### src/rtl/fir_ctrl_pkg.sv
// ---------------------------------------------------------------------------
// fir_ctrl_pkg
// Shared types and helpers for the FIR coefficient controller.
//   ctrl_state_t : controller FSM states
//   SETTLE_MULT  : settle window length, in multiples of N_TAPS cycles
//   load_len()   : number of beats expected for one complete load
// Build option: FIR_COEF_SYM_EN selects linear-phase (half-length) loads.
// ---------------------------------------------------------------------------
package fir_ctrl_pkg;

    typedef enum logic [2:0] {
        IDLE   = 3'd0,
        LOAD   = 3'd1,
        DRAIN  = 3'd2,
        COMMIT = 3'd3,
        SETTLE = 3'd4
    } ctrl_state_t;

    localparam int SETTLE_MULT = 2;

    // A symmetric load carries taps 0..ceil(N/2)-1; the rest are mirrored.
    function automatic int load_len(input int n_taps);
`ifdef FIR_COEF_SYM_EN
        return (n_taps + 1) / 2;
`else
        return n_taps;
`endif
    endfunction

endpackage

### src/rtl/fir_settle_timer.sv
// ---------------------------------------------------------------------------
// fir_settle_timer
// Loadable down-counter that owns the coefficient-stable flag.
//   clk, rst  : clock, asynchronous active-high reset
//   load      : load load_val into the counter and drop stable
//   load_val  : reload value (window length minus one)
//   count     : decrement enable; at zero, stable is raised instead
//   done      : counter is zero
//   stable    : registered coefficient-stable flag
// ---------------------------------------------------------------------------
module fir_settle_timer #(
    parameter int CNT_W = 5
) (
    input  logic             clk,
    input  logic             rst,
    input  logic             load,
    input  logic [CNT_W-1:0] load_val,
    input  logic             count,
    output logic             done,
    output logic             stable
);

    logic [CNT_W-1:0] cnt_q, cnt_d;
    logic             stable_q, stable_d;

    always_comb begin
        cnt_d    = cnt_q;
        stable_d = stable_q;
        if (load) begin
            cnt_d    = load_val;
            stable_d = 1'b0;
        end else if (count) begin
            // The zero cycle is the last cycle of the window: stable rises
            // on its closing edge rather than wrapping the counter.
            if (cnt_q == '0) begin
                stable_d = 1'b1;
            end else begin
                cnt_d = cnt_q - 1'b1;
            end
        end
    end

    always_ff @(posedge clk or posedge rst) begin
        if (rst) begin
            cnt_q    <= '0;
            stable_q <= 1'b0;
        end else begin
            cnt_q    <= cnt_d;
            stable_q <= stable_d;
        end
    end

    assign done   = (cnt_q == '0);
    assign stable = stable_q;

endmodule

### src/rtl/fir_coef_ctrl.sv
// ---------------------------------------------------------------------------
// fir_coef_ctrl
// Loads a coefficient stream into a shadow bank, checks its length, commits
// it atomically to the active bank driving the FIR taps, then holds
// coef_stable low for SETTLE_MULT*N_TAPS cycles while the pipeline flushes.
//
// Handshake: a beat transfers on a rising edge where cfg_valid && cfg_ready.
// cfg_ready is decoded from the state register only (no path from
// cfg_valid); it is high in IDLE, LOAD and DRAIN. The source must hold
// cfg_data/cfg_last stable while cfg_valid is high and cfg_ready is low.
//
// Ports:
//   clk, rst    : clock, asynchronous active-high reset
//   cfg_valid   : beat valid          cfg_ready : beat can be accepted
//   cfg_data    : coefficient, tap 0 first
//   cfg_last    : final beat of a load
//   coef_flat   : active bank, tap k at [k*COEF_WIDTH +: COEF_WIDTH]
//   coef_swap   : one-cycle pulse, first cycle the new bank is visible
//   coef_stable : filter output reflects only the active bank
//   err_len     : one-cycle pulse on a short or long load
//   busy        : state is not IDLE
//   state_dbg   : current FSM state
// Build option: FIR_COEF_SYM_EN enables linear-phase (mirrored) loads.
// ---------------------------------------------------------------------------
module fir_coef_ctrl
    import fir_ctrl_pkg::*;
#(
    parameter int N_TAPS     = 16,
    parameter int COEF_WIDTH = 16
) (
    input  logic                           clk,
    input  logic                           rst,
    input  logic                           cfg_valid,
    output logic                           cfg_ready,
    input  logic signed [COEF_WIDTH-1:0]   cfg_data,
    input  logic                           cfg_last,
    output logic [N_TAPS*COEF_WIDTH-1:0]   coef_flat,
    output logic                           coef_swap,
    output logic                           coef_stable,
    output logic                           err_len,
    output logic                           busy,
    output ctrl_state_t                    state_dbg
);

    localparam int IDX_W      = $clog2(N_TAPS) + 1;
    localparam int SETTLE_CYC = SETTLE_MULT * N_TAPS;
    localparam int CNT_W      = (SETTLE_CYC > 1) ? $clog2(SETTLE_CYC) : 1;
    localparam int LEN        = load_len(N_TAPS);
    localparam logic [IDX_W-1:0] LAST_IDX   = IDX_W'(LEN - 1);
    localparam logic [CNT_W-1:0] SETTLE_VAL = CNT_W'(SETTLE_CYC - 1);

    ctrl_state_t                    state_q, state_d;
    logic [IDX_W-1:0]               idx_q, idx_d;
    logic [COEF_WIDTH-1:0]          shadow_q [N_TAPS];
    logic [COEF_WIDTH-1:0]          shadow_d [N_TAPS];
    logic [N_TAPS*COEF_WIDTH-1:0]   flat_q, flat_d;
    logic                           swap_q, swap_d;
    logic                           err_q, err_d;

    logic                           accept;
    logic                           wr_en;
    logic [IDX_W-1:0]               wr_idx;
    logic                           timer_done;
    logic                           timer_stable;

    assign cfg_ready = (state_q == IDLE) || (state_q == LOAD) || (state_q == DRAIN);
    assign accept    = cfg_valid && cfg_ready;

    // Next-state and control decode.
    always_comb begin
        state_d = state_q;
        idx_d   = idx_q;
        swap_d  = 1'b0;
        err_d   = 1'b0;
        wr_en   = 1'b0;
        wr_idx  = '0;
        unique case (state_q)
            IDLE: begin
                if (accept) begin
                    wr_en  = 1'b1;
                    wr_idx = '0;
                    idx_d  = IDX_W'(1);
                    if (cfg_last) begin
                        if (LAST_IDX == '0) begin
                            state_d = COMMIT;
                        end else begin
                            err_d = 1'b1;
                        end
                    end else if (LAST_IDX == '0) begin
                        // Single-beat bank and the source keeps going:
                        // treat as a long load right away.
                        err_d   = 1'b1;
                        state_d = DRAIN;
                    end else begin
                        state_d = LOAD;
                    end
                end
            end
            LOAD: begin
                if (accept) begin
                    wr_en  = 1'b1;
                    wr_idx = idx_q;
                    if (cfg_last) begin
                        if (idx_q == LAST_IDX) begin
                            state_d = COMMIT;
                        end else begin
                            err_d   = 1'b1;
                            state_d = IDLE;
                        end
                        idx_d = '0;
                    end else if (idx_q == LAST_IDX) begin
                        err_d   = 1'b1;
                        state_d = DRAIN;
                        idx_d   = '0;
                    end else begin
                        idx_d = idx_q + 1'b1;
                    end
                end
            end
            DRAIN: begin
                if (accept && cfg_last) begin
                    state_d = IDLE;
                end
            end
            COMMIT: begin
                swap_d  = 1'b1;
                state_d = SETTLE;
            end
            SETTLE: begin
                if (timer_done) begin
                    state_d = IDLE;
                end
            end
            default: begin
                state_d = IDLE;
            end
        endcase
    end

    // Shadow bank writes. A partially written shadow bank is harmless since
    // only a complete load ever reaches COMMIT.
    always_comb begin
        for (int k = 0; k < N_TAPS; k++) begin
            shadow_d[k] = shadow_q[k];
            if (wr_en && (IDX_W'(k) == wr_idx)) begin
                shadow_d[k] = cfg_data;
            end
`ifdef FIR_COEF_SYM_EN
            // Mirror beat j into tap N_TAPS-1-j.
            if (wr_en && (IDX_W'(N_TAPS - 1 - k) == wr_idx)) begin
                shadow_d[k] = cfg_data;
            end
`endif
        end
    end

    // Active bank only changes in COMMIT.
    always_comb begin
        flat_d = flat_q;
        if (state_q == COMMIT) begin
            for (int k = 0; k < N_TAPS; k++) begin
                flat_d[k*COEF_WIDTH +: COEF_WIDTH] = shadow_q[k];
            end
        end
    end

    always_ff @(posedge clk or posedge rst) begin
        if (rst) begin
            state_q <= IDLE;
            idx_q   <= '0;
            flat_q  <= '0;
            swap_q  <= 1'b0;
            err_q   <= 1'b0;
            for (int k = 0; k < N_TAPS; k++) begin
                shadow_q[k] <= '0;
            end
        end else begin
            state_q <= state_d;
            idx_q   <= idx_d;
            flat_q  <= flat_d;
            swap_q  <= swap_d;
            err_q   <= err_d;
            for (int k = 0; k < N_TAPS; k++) begin
                shadow_q[k] <= shadow_d[k];
            end
        end
    end

    // Loaded on the COMMIT edge, so stable drops in the same cycle the new
    // bank and coef_swap appear, and rises SETTLE_CYC cycles later.
    fir_settle_timer #(
        .CNT_W (CNT_W)
    ) u_settle_timer (
        .clk      (clk),
        .rst      (rst),
        .load     (state_q == COMMIT),
        .load_val (SETTLE_VAL),
        .count    (state_q == SETTLE),
        .done     (timer_done),
        .stable   (timer_stable)
    );

    assign coef_flat   = flat_q;
    assign coef_swap   = swap_q;
    assign coef_stable = timer_stable;
    assign err_len     = err_q;
    assign busy        = (state_q != IDLE);
    assign state_dbg   = state_q;

endmodule
### config.mk
export PLATFORM = sky130hd
export DESIGN_NAME = fir_coef_ctrl
export DESIGN_NICKNAME = d
export VERILOG_FILES = /design/src/rtl/fir_ctrl_pkg.sv /design/src/rtl/fir_settle_timer.sv /design/src/rtl/fir_coef_ctrl.sv
export SDC_FILE = /design/constraint.sdc
export NUM_CORES = 1
export LEC_CHECK = 0
export CORE_ASPECT_RATIO = 0.7
export CORE_MARGIN = 2
export CORE_UTILIZATION = 30
export DETAILED_ROUTE_END_ITERATION = 16
export GPL_TIMING_DRIVEN = 0
export SETUP_SLACK_MARGIN = 0.5
export SYNTH_ARGS = -nofsm -noshare
export SYNTH_HDL_FRONTEND = slang
export SYNTH_SLANG_ARGS = --single-unit
### constraint.sdc
create_clock -name clk -period 35.9 [get_ports clk]
set_input_delay 7.18 -clock clk [delete_from_list [all_inputs] [get_ports clk]]
set_output_delay 7.18 -clock clk [all_outputs]
set_load 0.02 [all_outputs]
[After elaboration in Yosys (flattened, before gate mapping)]
Cells that the tools add are included.
Storage, ports and cells
  bits in registers: 528
  input port bits: 20
  word-level logic and storage cells: 116
Operators by class
  add/sub/neg operators: 2
  equal/unequal tests: 27
  mux-type cells: 32
  reduce and logical (&&, ||, !) cells: 32
Operators with widths (number)
  $mux W5: 9
  $eq A4 B5 Y1 const A: 8
  $mux W3: 7
  $eq A3 B5 Y1 const A: 4
  $logic_and A1 B1 Y1: 18
  $pmux W3 S5: 1
  $mux W1: 12
  $eq A2 B5 Y1 const A: 2
  $logic_not A5 Y1: 2
  $pmux W5 S2: 1
  $ne A2 B2 Y1 const B: 4
  $eq A3 B2 Y1 const B: 2
  $reduce_and A6 Y1: 1
  $reduce_bool A2 Y1: 3
  $add A5 B1 Y5 const B: 1
  $eq A1 B5 Y1 const A: 1
  $eq A5 B4 Y1 const B: 1
  $sub A5 B1 Y5 const B: 1
  $ne A2 B1 Y1 const B: 2
  $reduce_and A2 Y1: 2
  $eq A3 B1 Y1 const B: 1
  $eq A3 B3 Y1 const B: 1
  $logic_not A3 Y1: 1
  $ne A3 B2 Y1 const B: 1
  6 further kinds: 7

[Longest topological paths before layout]
Gate-level depths: netlist (run 1).
  depth after elaboration: 8
  depth in mapped cells: 7

[Cells and area by module]
A second synthesis (run 1) with hierarchy kept.
Unflattened totals
  cells, all modules: 1219
  area, all modules: 20549.7 um^2
Modules (own cells, without submodules)
  fir_coef_ctrl: instances 1, cells each 1183, area each 20213.1 um^2
  fir_settle_timer: instances 1, cells each 36, area each 336.6 um^2

[Worst setup path before layout (run 1)]
Ideal clock, no wire load.
  path type: in2reg
  from: in cfg_valid
  to: reg shadow_q[192] (netlist name)
  setup time: 0.125 ns
  arrival time: 8.502 ns
  data required time: 35.775 ns
  path slack: 27.273 ns
  cell stages on the path: 6
  path buffers: 3
  cells stage by stage: nand4bb_1 -> buf_6 -> or4b_4 -> buf_6 -> buf_8 -> mux2_4
Between the ends
  longest elaborated chain between the ends: 5
  elaborated cells between the ends (all ways): 7
  classes of those cells: 1 x eq/ne; 4 x mux; 2 x reduce/logical
Ends and longest elaborated chain
  start: declaration: RTL line fir_coef_ctrl.sv:33  | input logic cfg_valid,
  $logic_and A1 B1 Y1 *: RTL line fir_coef_ctrl.sv:67  | assign accept = cfg_valid && cfg_ready;
  $mux W5: RTL line fir_coef_ctrl.sv:100  | if (accept) begin
  $mux W5
  $eq A2 B5 Y1: RTL line fir_coef_ctrl.sv:145  | if (wr_en && (IDX_W'(k) == wr_idx)) begin
  $logic_and A1 B1 Y1 *: RTL line fir_coef_ctrl.sv:145
  end signal: indexed assignment: RTL line fir_coef_ctrl.sv:184  | shadow_q[k] <= shadow_d[k];
  end: declaration: RTL line fir_coef_ctrl.sv:54  | logic [COEF_WIDTH-1:0] shadow_q [N_TAPS];
Every way passes the cells marked *; elsewhere a longest branch is shown, timed or not.
A chain may end at the register's enable or synchronous reset.

[Final worst setup path (run 1)]
  from: reg state_q[1] (netlist: state_dbg[1])
  to: out busy
Between the ends
  longest elaborated chain between the ends: 1
Ends and longest elaborated chain
  start: declaration: RTL line fir_coef_ctrl.sv:52  | ctrl_state_t state_q, state_d;
  start signal: assignment: RTL line fir_coef_ctrl.sv:178  | state_q <= state_d;
  $reduce_bool A3 Y1: RTL line fir_coef_ctrl.sv:207  | assign busy = (state_q != IDLE);
  end: declaration: RTL line fir_coef_ctrl.sv:41  | output logic busy,
No other way between the ends.

==> metrics, run 1 <==
Crit path required time=approximately 29 ns; Total GRT Usage=0.151; clock root buffer=clkbuf_16; Max-cap violations=0; Die Area=about 0.069 sq mm; Antenna Nets Post-Route=0; Net Count, Synth=approximately 1200; Hold Path Class=reg -> reg; post-synth cell types=48; status=finished, final reports clean; clock slew at reported path FFs=0.06 ns; measured slew at the worst slew-check pin=roughly 1.3 ns; synthesis-to-finish area growth=29.1%; initial core utilization=0.303; DRT Pass-1 Iters=4; Final GP Congestion=0.749; chip width=314 microns; DRC viols=0; Worst Reg-to-Reg Cells=6; CTS max path bufs=3; Synth Register Bits=528; post-CTS setup buffer count=0; synthesized instance count=1219; Skew-Pair Late Insertion Delay=0.59 ns; Sink Count=528; minimum clock period=between 9 and 10 ns; CTS H-tree depth=2; total grt overflow=0; Routed WL per cell=20.9 microns; max-slew violations=0; # fillers=6149; Place WS=roughly 26 ns; kind of critical path=reg -> out; CP Capture Type=primary output; number of synthesized flops with an enable pin=0; Ports=284; CP peak stage delay=0.59 ns; ratio of final minimum period to clock period=0.272; CP Max Fanout=10; post-synthesis area per instance=16.5 sq um; Final Hold Fails=0; total number of vias=roughly 12000; Async S/R FF share, synth=1.00; Die Y-Extent=221 microns; Slew HR=0.154; final wirelength=52100 microns; CTS tree=built; share of cells above drive strength 1=0.409; 1st-iter DRT viols=525; first-pass GRT wire length=79200 microns; cts bufs inserted=52; Cell Area, Synth=0.0201 sq mm; Crit-path slowest cell=clkdlybuf4s50_1; post-cts resize count=0; top_reg_cell synth=dfrtp_1; CTS hold repair buffers=0; setup violators final=0; Max VDD drop=0.0393 mV; Detailed Place HPWL=35800 microns; Lkg Pwr=12.5 nW; Layout Skew=about 0.024 ns; fmax=0.102 GHz; PwrDens=62.4 mW/mm^2; top cells by area, synth=dfrtp_1, mux2_2, buf_2; Seq/Total Area, Yosys=0.656; antenna violations before repair=3; row count=79; warnings from Yosys=0; cell chain of the critical path=clkbuf_1, clkbuf_1, or3_1, clkdlybuf4s50_1; Synth top area share=0.656; worst hold path depth=1; fin worst setup slack=26.13 ns; Placeable Area=0.0664 sq mm; CP most frequent cell=clkbuf_1; Port Buffers=283; total power draw=1.62 mW; biggest area consumer among synthesized cells=dfrtp_1; Worst setup SP type=flip-flop; vias in the first global route=12013; pin count of the biggest net entering global routing=131; setup TNS=0 ns; RSZ-0062 raised after global routing=no; drt via density=4.63; fin nets=1585; Crit path arrival time=2.59 ns
==> cell type report <==
| cell class | instances | area [sq um] | area share |
|---|---|---|---|
| clock buffer | 70 | 1500 | 0.0577 |
| inverter | 9 | 41.3 | 0.00159 |
| multi-input combinational | 609 | 6540 | 0.252 |
| timing repair buffer | 287 | 2940 | 0.113 |
| clock inverter | 24 | 288 | 0.0111 |
| sequential | 528 | 13200 | 0.508 |
| antenna | 6 | 15.0 | 0.000577 |
| tap | 891 | 1110 | 0.0429 |
| buffer | 73 | 357 | 0.0137 |
==> synthesized netlist by cell type (3+ instances only) <==
cell / number
a211oi_1: 3
a21oi_1: 3
nand3_1: 13
nor3b_1: 4
nor2_1: 5
dfrtp_1: 528
clkbuf_1: 30
buf_1: 3
nor4b_4: 3
inv_1: 9
buf_2: 33
nand2_1: 7
buf_4: 4
mux2_2: 502
o21ai_0: 9
mux2_4: 10
ha_1: 5
nor2b_1: 4
==> per-layer routing <==
metal,wire [microns],share of wire,vias to the layer above,global-route usage
met3,2860,0.055,63,0.0314
met5,0,0,-,0
met4,771,0.015,0,0.0292
met2,23800,0.46,267,0.232
li1,-,-,5046,-
met1,24700,0.47,6195,0.221
==> state kept, by name (all words and copies together) (netlist names) <==
signal	count
coef_flat	256
coef_swap	1
err_len	1
idx_q	5
shadow_q	256
state_dbg	3
u_settle_timer.cnt_q	5
u_settle_timer.stable	1
==> critical path: cells and delay by family, from the launching register on <==
family        cells  cell delay [ns]
buf+inv           3             1.40
flops             1             0.42
simple gates      1             0.19
==> cell usage in the layout, fill, tap and decap left out, types with 6 or more instances in the layout <==
master / n
clkbuf_16: 53
nand3_1: 13
inv_1: 8
mux2_4: 10
nand2_1: 7
clkinv_2: 8
o21ai_0: 9
mux2_2: 502
dfrtp_1: 528
clkbuf_1: 36
clkdlybuf4s50_1: 283
diode_2: 6
clkbuf_8: 11
buf_2: 33
==> power by group <==
part / internal (mW) / leakage [nW] / total [mW] / switching (mW)
Sequential: 0.674 / 7.21 / 0.723 / 0.0484
Clock: 0.324 / 0.868 / 0.563 / 0.239
Combinational: 0.166 / 4.40 / 0.336 / 0.170
Total: 1.16 / 12.5 / 1.62 / 0.457
==> path summary, 6_finish.rpt <==
| path | from | end | slack (ns) |
|---|---|---|---|
| setup / recovery | state_dbg[1]$_DFFE_PP0P_ | busy | 26.13 |
| setup reg to reg | state_dbg[0]$_DFFE_PP0P_ | coef_flat[212]$_DFFE_PP0P_ | 33.16 |
| hold reg to reg | shadow_q[139]$_DFFE_PP0P_ | coef_flat[123]$_DFFE_PP0P_ | 0.49 |
| hold / removal | shadow_q[139]$_DFFE_PP0P_ | coef_flat[123]$_DFFE_PP0P_ | 0.49 |
| min in group asynchronous | rst | shadow_q[197]$_DFFE_PP0P_ | 7.01 |
| max in group asynchronous | rst | err_len$_DFF_PP0_ | 27.31 |
==> logic make-up after synthesis <==
family	after synthesis	synth area share
AND/OR/NAND/NOR	63	0.0238
adder cells (fa/ha/maj)	5	0.00311
flip-flops	528	0.656
AO/OA/AOI/OAI	27	0.00882
buffers and inverters	82	0.0194
multiplexers	514	0.289
==> per-stage QoR <==
step / instances / utilization / cell area (sq um) / hold WS (ns)
detailed placement: 2397 / 0.364 / 24200 / 0.487
global placement: 2393 / 0.363 / 24100 / 0.482
CTS: 2491 / 0.391 / 26000 / 0.492
global route: 2491 / 0.391 / 26000 / 0.512
floorplan: 1219 / - / 20100 / 0.474
finish: 2497 / 0.392 / 26000 / 0.494
No activity file was read; power rests on OpenSTA's default activity.
==> inputs of run 2 (changes only) <==
==> constraint.sdc (replaced) <==
create_clock -name clk -period 9.2 [get_ports clk]
set_input_delay 1.84 -clock clk [delete_from_list [all_inputs] [get_ports clk]]
set_output_delay 1.84 -clock clk [all_outputs]
set_load 0.02 [all_outputs]
==> run 2 against run 1 <==
Non-clock buffer count up 12. Core utilization rose by 0.32 points. Wire length rose by 0.97%. Sequential power rose to 3.9 times the previous value. Largest cell class unchanged. Largest power group unchanged. Highest routed layer unchanged.
==> metrics, run 2 (same netlist as run 1, synthesis figures left out) <==
PwrDens=242 mW/mm^2 (+290%); Ports=284 (unchanged); CTS tree=built; crit path to=busy; measured slew at the worst slew-check pin=1.26 ns (-0.00425 ns); share of cells above drive strength 1=0.411 (+0.00240); setup TNS=0 ns (unchanged); Detailed Place HPWL=37100 microns (+3.5%); Total GRT Usage=0.153 (+0.00206); chip width=314 microns (unchanged); most common cell after layout, fill and taps aside=dfrtp_1; most frequent cells in the layout=dfrtp_1, mux2_2, clkdlybuf4s50_1, clkbuf_16, clkbuf_1; Layout Skew=0.0237 ns (-0.000722 ns); minimum clock period=4.37 ns; Slew HR=0.157 (+0.00284); Antenna Nets Post-Route=0 (unchanged); Psw=1.79 mW (+290%); Place WS=4.53 ns (-21.42 ns); CP Max Fanout=10 (unchanged); CTS max path bufs=3 (unchanged); Worst setup SP type=flip-flop; Die Area=0.0693 sq mm (unchanged); Crit path required time=7.36 ns (-21.36 ns); clock slew at reported path FFs=0.06 ns (about the same); # fillers=6130 (-0.31%); Flop pwr share=0.443 (-0.003); Hold WS=0.498 ns (+0.00381 ns); clock root buffer=clkbuf_16; drt via density=4.59 (-1.0%); Highest Signal Layer=met4; cts bufs inserted=53 (+1.9%); Post-Layout Cell Count=2507 (+0.40%); Lkg Pwr=12.6 nW (+0.84%); DP Area=0.0244 sq mm (+0.91%); DRC viols=0 (unchanged); CTS H-tree depth=2 (unchanged); fin nets=1598 (+0.82%); Max-cap violations=0 (unchanged); Final GP Congestion=0.775 (+3.4%); CTS hold repair buffers=0 (unchanged); met3 wire len=3020 microns (+5.7%); internal power=4.57 mW (+290%); ratio of final minimum period to clock period=0.475; status=finished, final reports clean; setup violators final=0 (unchanged); total grt overflow=0 (unchanged); Max VDD drop=0.159 mV (+310%); post-cts resize count=0 (unchanged); Placeable Area=0.0664 sq mm (unchanged); Clock Power Share=0.349 (+0.002); pin count of the biggest net entering global routing=45 (-66%); reg2reg end=coef_flat[240]$_DFFE_PP0P_; max-slew violations=0 (unchanged); Placed Cells=2409 (+0.50%); Routed WL per cell=21.0 microns (+0.56%); antenna violations before repair=6 (+3); fmax=0.229 GHz; Worst Reg-to-Reg Cells=6 (unchanged); total number of vias=11500 (-0.61%); worst reg2reg path startpoint=state_dbg[0]$_DFFE_PP0P_; routed length on met2=24100 microns (+1.5%); fin worst setup slack=4.83 ns (-21.30 ns); vias in the first global route=12389 (+3.1%); Worst Setup SP=state_dbg[1]$_DFFE_PP0P_; initial core utilization=0.303 (unchanged); Crit path arrival time=2.53 ns (-0.06 ns); total power draw=6.36 mW (+290%); final wirelength=52600 microns (+0.97%); Hold Path Class=reg -> reg; Final Hold Fails=0 (unchanged); Die Y-Extent=221 microns (unchanged); combinational share of power=0.207 (about the same); switching share of power=0.281 (-0.000330); first-pass GRT wire length=80300 microns (+1.4%); CP Capture Type=primary output; final instance area=0.0262 sq mm (+0.82%); RSZ-0062 raised after global routing=no; Port Buffers=283 (unchanged); DRT Pass-1 Iters=6 (+2); synthesis-to-finish area growth=30.2%; 1st-iter DRT viols=519 (-1.1%); kind of critical path=reg -> out; WL met1=24600 microns (-0.53%); row count=79 (unchanged); post-CTS setup buffer count=0 (unchanged); final core area utilization=0.395 (+0.00320); Skew-Pair Late Insertion Delay=0.60 ns (about the same); Sink Count=528 (unchanged); internal reg-to-reg setup slack=6.55 ns (-26.61 ns)
==> run 2: cell types whose count changed in the layout (fill, tap and decap cells not counted), sizes merged <==
cell | previous run | this run
clkinv | 13 | 11
diode | 6 | 1
buf | 47 | 59
clkbuf | 100 | 105
==> run 2: worst min path at each step <==
stage / startpoint / end / slack [ns] / cells after the start
2_1_floorplan: shadow_q[99]$_DFFE_PP0P_ / coef_flat[147]$_DFFE_PP0P_ / 0.47 / 1
3_3_place_gp: shadow_q[6]$_DFFE_PP0P_ / coef_flat[246]$_DFFE_PP0P_ / 0.48 / 1
3_5_place_dp: shadow_q[119]$_DFFE_PP0P_ / coef_flat[135]$_DFFE_PP0P_ / 0.49 / 1
4_1_cts: shadow_q[119]$_DFFE_PP0P_ / coef_flat[135]$_DFFE_PP0P_ / 0.50 / 1
5_1_grt: shadow_q[136]$_DFFE_PP0P_ / coef_flat[120]$_DFFE_PP0P_ / 0.51 / 1
6_report: shadow_q[183]$_DFFE_PP0P_ / coef_flat[71]$_DFFE_PP0P_ / 0.50 / 1
==> run 2: critical path, cell delays in order, from the launching register on <==
cell and delay (ns):
dfrtp_1 0.43, clkbuf_1 0.35, clkbuf_1 0.37, or3_1 0.19
clkdlybuf4s50_1 0.60
==> run 2: routing by layer <==
layer	GRT usage	up-vias
li1	-	5077
met1	0.216	6104
met2	0.240	252
met3	0.0364	67
met4	0.0324	0
met5	0	-
==> run 2: layout make-up <==
type                            count  area [sq um]  share of cell area
Antenna cell                        1          2.50           0.0000954
Buffer                             73           357              0.0136
Clock buffer                       75          1530              0.0583
Clock inverter                     22           262             0.00997
Inverter                            9          37.5             0.00143
Multi-Input combinational cell    609          6540               0.249
Sequential cell                   528         13200               0.504
Tap cell                          891          1110              0.0425
Timing Repair Buffer              299          3170               0.121
==> run 2: power groups by stage <==
| stage | clock (mW) | combinational, mW | sequential, mW |
|---|---|---|---|
| CTS | 2.29 | 1.34 | 2.82 |
| floorplan | 0 | 0.646 | 2.98 |
| global route | 2.40 | 1.41 | 2.86 |
| detailed placement | 0 | 1.34 | 2.87 |
| global placement | 0 | 1.29 | 2.86 |
| finish | 2.22 | 1.32 | 2.82 |
==> inputs of run 3 (changes only) <==
==> constraint.sdc (replaced) <==
create_clock -name clk -period 3.56 [get_ports clk]
set_input_delay 0.712 -clock clk [delete_from_list [all_inputs] [get_ports clk]]
set_output_delay 0.712 -clock clk [all_outputs]
set_load 0.02 [all_outputs]
==> run 3 against run 2 <==
Setup slack lost 4.2 ns. Total power rose to 2.6 times the previous value. Non-clock buffer count unchanged. Clock skew is 0.00084 ns higher. Critical path type unchanged. Largest power group unchanged.
==> metrics, run 3 (same netlist as run 1, synthesis figures left out) <==
measured slew at the worst slew-check pin=1.27 ns (+0.00525 ns); Post-Layout Cell Count=2509 (+0.080%); share of cells above drive strength 1=0.413 (+0.00186); Sink Count=528 (unchanged); internal reg-to-reg setup slack=0.91 ns (-5.64 ns); combinational share of power=0.207 (about the same); Crit path arrival time=2.21 ns (-0.32 ns); Ports=284 (unchanged); clock root buffer=clkbuf_16; Detailed Place HPWL=37100 microns (unchanged); Worst Setup SP=state_dbg[1]$_DFFE_PP0P_; Skew-Pair Late Insertion Delay=0.60 ns (about the same); most common cell after layout, fill and taps aside=dfrtp_1; Die Y-Extent=221 microns (unchanged); status=finished, final reports clean; total number of vias=11511 (+0.096%); max-slew violations=0 (unchanged); Final GP Congestion=0.775 (unchanged); Final Hold Fails=0 (unchanged); RSZ-0062 raised after global routing=no; antenna violations before repair=6 (unchanged); chip width=314 microns (unchanged); Hold WS=0.495 ns (-0.00318 ns); DRT Pass-1 Iters=7 (+1); clock slew at reported path FFs=0.06 ns (about the same); Antenna Nets Post-Route=0 (unchanged); Psw=4.63 mW (+160%); first-pass GRT wire length=80300 microns (about the same); Slew HR=0.154 (-0.00350); Total GRT Usage=0.153 (about the same); final core area utilization=0.395 (about the same); synthesis-to-finish area growth=30.2% (about the same); cts bufs inserted=53 (unchanged); Crit path required time=2.85 ns (-4.51 ns); Port Buffers=283 (unchanged); initial core utilization=0.303 (unchanged); CTS max path bufs=3 (unchanged); CP Capture Type=primary output; CTS tree=built; Clock Power Share=0.349 (about the same); total grt overflow=0 (unchanged); drt via density=4.59 (about the same); CTS H-tree depth=2 (unchanged); DRC viols=0 (unchanged); Multi-input gate area=0.00655 sq mm (about the same); Lkg Pwr=12.6 nW (about the same); 1st-iter DRT viols=532 (+2.5%); Max-cap violations=0 (unchanged); row count=79 (unchanged); fin nets=1598 (unchanged); final wirelength=52600 microns (about the same); pin count of the biggest net entering global routing=45 (unchanged); CTS hold repair buffers=0 (unchanged); Routed WL per cell=21.0 microns (-0.13%); Layout Skew=0.0246 ns (+0.000844 ns); PwrDens=626 mW/mm^2 (+160%); fmax=approximately 0.34 GHz; vias in the first global route=12398 (+0.073%); register area=0.0132 sq mm (unchanged); Worst setup SP type=flip-flop; Placed Cells=2409 (unchanged); most frequent cells in the layout=dfrtp_1, mux2_2, clkdlybuf4s50_1, clkbuf_16, clkbuf_1; worst reg2reg path startpoint=state_dbg[0]$_DFFE_PP0P_; setup violators final=0 (unchanged); ratio of final minimum period to clock period=0.821; minimum clock period=2.92 ns; # fillers=6126 (-0.065%); Hold Path Class=in -> async; Max VDD drop=0.411 mV (+160%); kind of critical path=reg -> out; switching share of power=0.282 (about the same); Flop pwr share=0.443 (about the same); internal power=11.8 mW (+160%); Placeable Area=0.0664 sq mm (unchanged); Die Area=0.0693 sq mm (unchanged); CP Max Fanout=10 (unchanged)
## run 3: cell types whose count changed in the layout (fill, tap and decap cells not counted), sizes merged
| cell | previous run | this run |
|---|---|---|
| clkdlybuf4s50 | 283 | 282 |
| diode | 1 | 3 |
| dlygate4sd2 | 0 | 1 |
## run 3: final timing paths
kind / end / cells past startpoint
setup / recovery: busy / 4
hold / removal: coef_flat[48]$_DFFE_PP0P_ / 2
setup reg to reg: coef_flat[240]$_DFFE_PP0P_ / 6
hold reg to reg: coef_flat[71]$_DFFE_PP0P_ / 1
max in group asynchronous: coef_flat[155]$_DFFE_PP0P_ / 6
min in group clk: coef_flat[71]$_DFFE_PP0P_ / 1
## run 3: critical path: stages, from the launching register on
cell and delay, ns:
dfrtp_1 0.44, clkbuf_2 0.22, clkbuf_2 0.22, or3_1 0.40
dlygate4sd2_1 0.33
## run 3: per-layer routing
layer  up-vias  routed length [microns]  track usage
met5         -                        0            0
met4         0                      891       0.0327
met3        71                     3000       0.0364
met2       249                    24100        0.240
met1      6118                    24600        0.216
li1       5073                        -            -
## run 3: power groups by stage
stage / Combinational [mW] / Sequential [mW] / Clock, mW
2_1_floorplan: 1.67 / 7.69 / 0
3_3_place_gp: 3.33 / 7.38 / 0
3_5_place_dp: 3.46 / 7.40 / 0
4_1_cts: 3.46 / 7.30 / 5.93
5_1_grt: 3.64 / 7.40 / 6.20
6_report: 3.41 / 7.28 / 5.74
## run 3: metrics by stage
step	total power, mW	worst slack [ns]	cell area, sq um	setup TNS [ns]
finish	16.4	0.638	26200	0
detailed placement	10.9	0.0224	24400	0
CTS	16.7	0.546	26200	0
global route	17.2	0.532	26200	0
floorplan	9.36	-4.33	20100	-2285.25
global placement	10.7	-7.50	24100	-3924.90
## run 3: final cells by class
type,count,share of cell area
Sequential cell,528,0.504
Clock buffer,75,0.0583
Multi-Input combinational cell,609,0.250
Buffer,73,0.0137
Inverter,9,0.00143
Antenna cell,3,0.000286
Tap cell,891,0.0425
Clock inverter,22,0.00997
Timing Repair Buffer,299,0.121
## run 3: repair_timing
action	in CTS	in global routing
setup buffers	0	0
setup endpoints to repair	1	1
gates cloned	0	0
gates resized for setup	3	1
